[config.mk]
export PLATFORM = sky130hd
export DESIGN_NAME = rnd_frame_bank
export DESIGN_NICKNAME = d
export VERILOG_FILES = /design/src/rtl/rnd_frame_bank.sv
export SDC_FILE = /design/constraint.sdc
export NUM_CORES = 1
export LEC_CHECK = 0
export CORE_MARGIN = 5
export CORE_UTILIZATION = 45
export DETAILED_ROUTE_END_ITERATION = 8
export PLACE_DENSITY = 0.69
export SYNTH_ARGS = -nofsm -noshare
export SYNTH_HDL_FRONTEND = slang
export SYNTH_SLANG_ARGS = --single-unit
[constraint.sdc]
create_clock -name clk_in -period 2.1 [get_ports clk_in]
set_clock_uncertainty 0.15 [all_clocks]
set_input_delay 0.42 -clock clk_in [delete_from_list [all_inputs] [get_ports clk_in]]
set_output_delay 0.42 -clock clk_in [all_outputs]
set_load 0.01 [all_outputs]
[src/rtl/rnd_frame_bank.sv]
// Bank of NUM LFSR-derived parameter words, refilled on a tempo tick and
// committed to rnd_bus only on frame_start so downstream patterns never tear.
//
// state | meaning
// IDLE  | waiting for tick; rnd_bus holds last committed set
// FILL  | LFSR stepping every clock, capturing one slot every STRIDE steps
// PEND  | shadow bank complete, waiting for frame_start to commit
module rnd_frame_bank #(
  parameter int          NUM    = 10,
  parameter int          STRIDE = 13,
  parameter logic [12:0] SEED   = 13'h1ACE
) (
  input  logic              clk_in,
  input  logic              reset,
  input  logic              tick,
  input  logic              frame_start,
  output logic [13*NUM-1:0] rnd_bus,
  output logic              updated,
  output logic              busy,
  output logic              overrun
);

  localparam logic [12:0] SEED_EFF = (SEED == 13'h0000) ? 13'h0001 : SEED;
  localparam int          CW       = (STRIDE > 1) ? $clog2(STRIDE) : 1;
  localparam int          IW       = (NUM > 1) ? $clog2(NUM) : 1;

  typedef enum logic [1:0] {IDLE, FILL, PEND} state_t;

  state_t      state, state_nx;
  logic [12:0] lfsr, lfsr_nx;
  logic [CW-1:0] cnt;
  logic [IW-1:0] idx;
  logic [12:0] shadow [NUM];
  logic        cap, last_cap, commit;

  // All-zero is the LFSR lock-up state; recover to 1 rather than stepping.
  always_comb begin
    if (lfsr == 13'h0000) lfsr_nx = 13'h0001;
    else                  lfsr_nx = {lfsr[11:0], lfsr[12] ^ lfsr[3] ^ lfsr[2] ^ lfsr[0]};
  end

  assign cap      = (state == FILL) && (cnt == CW'(STRIDE - 1));
  assign last_cap = cap && (idx == IW'(NUM - 1));
  assign commit   = (state == PEND) && frame_start;
  assign busy     = (state != IDLE);

  always_comb begin
    state_nx = state;
    case (state)
      IDLE:    if (tick)        state_nx = FILL;
      FILL:    if (last_cap)    state_nx = PEND;
      PEND:    if (frame_start) state_nx = IDLE;
      default:                  state_nx = IDLE;
    endcase
  end

  always_ff @(posedge clk_in or negedge reset) begin
    if (!reset) begin
      state   <= IDLE;
      lfsr    <= SEED_EFF;
      cnt     <= '0;
      idx     <= '0;
      updated <= 1'b0;
      overrun <= 1'b0;
    end else begin
      state   <= state_nx;
      updated <= commit;
      overrun <= tick && busy;
      if (state == IDLE && tick) begin
        cnt <= '0;
        idx <= '0;
      end
      if (state == FILL) begin
        lfsr <= lfsr_nx;
        if (cap) begin
          cnt <= '0;
          idx <= idx + 1'b1;
        end else begin
          cnt <= cnt + 1'b1;
        end
      end
    end
  end

  always_ff @(posedge clk_in or negedge reset) begin
    if (!reset) begin
      for (int k = 0; k < NUM; k++) shadow[k] <= '0;
      rnd_bus <= '0;
    end else begin
      if (cap) shadow[idx] <= lfsr_nx;
      // Whole bank moves in one edge so a frame never sees a mixed set.
      if (commit)
        for (int k = 0; k < NUM; k++) rnd_bus[13*k +: 13] <= shadow[k];
    end
  end

endmodule

; ---- Word level (Yosys, flattened, before mapping)
; Index checks and enable logic that the tools add are counted.
[word_totals]
out_inout_bits = 133
wordCells = 57
reg_bits = 285
inputBits = 4
[classes]
order_cmp = 2
n_reduce_logical = 11
muxes = 14
n_bitwise = 4
add_sub_neg = 2
n_eq_ne = 7
[op_table]
columns = op, count
row1 = bitwise mux 130 bit, 1
row2 = demux 13 bit (select 4 bit), 1
row3 = two-way mux 13 bit, 2
row4 = two-way mux 4 bit, 6
row5 = logical NOT 13 bit, 1
row6 = adder 4 x 1 -> 4 bit (second input constant), 2
row7 = equality test 4 bit (second input constant), 2
row8 = logical AND 1 bit, 6
row9 = two-way mux 2 bit, 3
row10 = inequality test 2 bit (second input constant), 3
row11 = one-hot mux 2 bit (3 select lines), 1
row12 = greater-or-equal comparator 5 bit (second input constant), 1
row13 = less-than comparator 5 x 1 -> 1 bit (second input constant), 1
row14 = inverter 4 -> 5 bit, 1
row15 = nonzero test 2 bit, 2
row16 = AND reduction 3 bit, 1
row17 = bitwise XOR 1 bit, 3
row18 = equality test 2 x 1 -> 1 bit (second input constant), 1
row19 = equality test 2 bit (second input constant), 1
row20 = logical NOT 2 bit, 1

; ---- Logic depth before layout (Yosys ltp)
[logic_depth]
ltp_word = 6
ltp_mapped = 8
ltp_nobuf = 5

; ---- Worst setup path after synthesis
; OpenSTA, ideal clock, no wires.
[synth_timing]
path_kind = register to register
start = register cnt[0]
end = register shadow[29] in the netlist's numbering
setup_time_ns = 0.125
arrival_ns = 1.739
path_slack_ns = 0.087
stages_incl_launch_ff = 8
period_less_slack_ns = 2.013
cell_sequence = dfrtp_1 inv_1 ha_1 buf_2 and4b_1 and2_1 buf_4 mux2_2
[synth_via]
elab_chain_len = 2
[synth_lines]
columns = element, line_no
row1 = start: declaration, 31  ; logic [CW-1:0] cnt;
row2 = start signal: assignment, 79  ; cnt <= cnt + 1'b1;
row3 = equality test 4 bit, 42  ; assign cap = (state == FILL) && (cnt == CW'(STRIDE - 1));
row4 = logical AND 1 bit, 42
row5 = end signal: indexed assignment, 90  ; if (cap) shadow[idx] <= lfsr_nx;
row6 = end: declaration, 33  ; logic [12:0] shadow [NUM];
; Every way passes these cells.
; A chain may end at the register's enable or synchronous reset.

; ---- Worst setup path in the final report
[layout_timing]
start = register rnd_bus[60]
end = output rnd_bus[60]
[layout_lines]
columns = element, line_no
row1 = start: declaration, 17  ; output logic [13*NUM-1:0] rnd_bus,
row2 = start signal: assignment, 88  ; rnd_bus <= '0;
; No word-level cell between the ends.

==> metrics.yaml <==
setup_path:
  cp.depth: 1
  path_class: "reg2out"
  reg2reg_from: "cnt[1]"
  worstPathRequired_ps: 1530
  endpoint: "rnd_bus[60]"
  crit_arrival_ps: 1490
  path_cells: "clkdlybuf4s50_1"
  critPathBufInv: 1
  critPathLaunch: "rnd_bus[60]"
  crit_path_end_kind: "primary output"
  r2r_slack_ps: 80
  r2r_cells: 6
  cp_top_family: "buffers and inverters"
  r2r-end: "shadow[127]"
  worstSetupStartpointType: "flop"
  crit_slowest_cell: "clkdlybuf4s50_1"
  critical-path-max-stage-delay_ps: 560
  crit_fanout: 2
clock_network:
  cts_root_buf: "clkbuf_16"
  clockBufferDepth: 3
  cts.htree.levels: 1
  numCtsBuffers: 28
  cts_tree: "done"
  cts.sinks: 285
  clk_pin_slew_ps: 60
  clk_latency_ps: 530
route:
  drtIter0Drc: 462
  ant_nets: 0
  wl_per_cell_microns: 17.6
  num_vias: 7440
  viasPerCell: 5.01
  first_pass_iters: 5
  routed_wl_microns: 26100
  drc_errors: 0
pwr:
  ir_worst_vdd_mv: 0.426
  powerDensity_mw_per_mm2: 760
  leakage_nw: 7.27
  p_total_w: 0.0107
sta:
  period_share_pct: 98.0
  fmax_mhz: 486
  setup_slack_ps: 42.7
  layout_min_cycle_time_ps: 2060
  finalHoldViolations: 0
  rsz0062_at_grt: "no"
  fin_setup_tns_ps: 0
  slew_headroom_pct: 72.0
  fin_hold_ws_ps: 199
  drv_slew: 0
  tightestPinTransition_ps: 419
  final-setup-viol-count: 0
place:
  port_buffers: 136
  gp_congestion: 0.865
  detailed_place_hpwl_microns: 16500
  pre_cts_slack_ps: 69.6
final_layout:
  diodes: 0
  layout-drive-gt1-share_pct: 17.6
  fin_util_pct: 57.5
  nFillCells: 2014
  final_cell_mix: "nand2_1 (431), dfrtp_1 (275), clkdlybuf4s50_1 (131)"
  final_common_cell: "nand2_1"
  syn2layout_area_growth_pct: 25.4
  layout.nets: 1152
synthesis:
  syn_inst: 998
  synth.area.top_cells: "dfrtp_1 (62%), nand2_1 (14%), mux2_2 (8.7%), mux2_1 (2.6%), dfstp_2 (1.9%)"
  synthesis.area_sq_mm: 0.0112
  syn_avg_cell_area_sq_um: 11.2
  yosys_most_used_dff: "dfrtp_1"
  syn_nets: 1008
  yosysUniqueCellTypes: 49
  seq_area_frac_synth_pct: 63.7
  synth_edf_count: 0
  synth_top_cell_by_area: "dfrtp_1"
  yosys_warnings: 0
  yosys_register_bits: 285
  synth_top_area_share_pct: 61.8
  synth-async-reset-ratio_pct: 100
global_route:
  top_usage_layer: "met2"
  grt_pass1_vias: 7821
  grt_max_degree: 64
  antenna_found_initial: 0
  grt_util_met3_pct: 3.42
  grt_pass1_wl_microns: 42900
  use_met2_pct: 31.9
  grt_use_met1_pct: 25.6
  grt-ovfl-total: 0
  grt_usage_pct: 18.7
floorplan:
  num_rows: 57
  die_y_microns: 168
  boundaryPins: 137
  core_sq_mm: 0.0245
  die_x_microns: 168
  die-area_sq_mm: 0.0282
  start_util_pct: 45.8
run_status:
  status: "complete, no violations"
flow_run:
  drv_cap: 0
min_path:
  hp-class: "in2async"
-- final cells by class --
| type | instances | area [sq um] | area share, % |
|---|---|---|---|
| Clock buffer | 41 | 821 | 5.84 |
| Clock inverter | 7 | 110 | 0.783 |
| Inverter | 8 | 32.5 | 0.231 |
| Sequential cell | 285 | 7140 | 50.8 |
| Tap cell | 324 | 405 | 2.88 |
| Multi-Input combinational cell | 639 | 3680 | 26.2 |
| Timing Repair Buffer | 180 | 1870 | 13.3 |
-- worst min-delay path by stage --
stage                     start          end  depth (start not counted)
after global routing      reset     state[1]                          2
after floorplan           reset       cnt[0]                          0
after global placement    reset  shadow[122]                          1
after detailed placement  reset   rnd_bus[2]                          1
after CTS                 reset     state[1]                          2
final                     reset     state[1]                          2
-- power by group --
| part | switching [W] | internal, W |
|---|---|---|
| Clock | 0.00201 | 0.00305 |
| Sequential | 0.000000317 | 0.00549 |
| Combinational | 0.000111 | 0.0000283 |
-- layer usage --
metal,up-vias,routed length (microns)
met1,3743,11600
li1,3497,-
met5,-,0
met2,168,12800
met3,32,1260
met4,0,331
-- logic make-up after synthesis --
group / Yosys count / share of synthesized area (%)
flip-flops: 285 / 63.7
AO/OA/AOI/OAI: 34 / 1.90
adder cells (fa/ha/maj): 6 / 0.669
multiplexers: 123 / 12.6
buffers and inverters: 74 / 3.55
XOR/XNOR: 3 / 0.234
AND/OR/NAND/NOR: 473 / 17.4
-- flip-flops by register name, indices dropped and copies added, names as in the netlist --
signal and flops:
lfsr 13, state 2, idx 4, overrun 1, updated 1, rnd_bus 130, cnt 4, shadow 130
-- synth_stat cells (2+ instances only) --
library cell / instances
nand2_2: 2
xnor2_1: 3
inv_1: 8
nand2b_1: 2
buf_2: 21
ha_1: 6
mux2_2: 87
nand4_1: 4
and4b_1: 5
buf_4: 6
mux2i_1: 3
buf_1: 7
buf_6: 8
mux2_4: 7
nand2_1: 431
a31oi_1: 12
dfrtp_1: 277
and2_1: 3
mux2_1: 26
o21ai_0: 4
nand3_1: 3
nor2_1: 3
dfstp_2: 8
clkbuf_1: 23
and2_4: 5
a21oi_1: 10
nor4_1: 2
-- through the flow --
stage	area (sq um)	std cells
2_1_floorplan	11200	998
3_5_place_dp	13100	1432
6_report	14100	1484
4_1_cts	14000	1483
5_1_grt	14100	1484
3_3_place_gp	13100	1432
-- repair_timing --
action,CTS,global route
hold buffers,1,0
setup buffers,2,1
pin swaps,0,0
endpoints found under the setup margin,1,57
hold endpoints to repair,277,0
resized for setup,4,7
(Power assumes the default switching activity.)
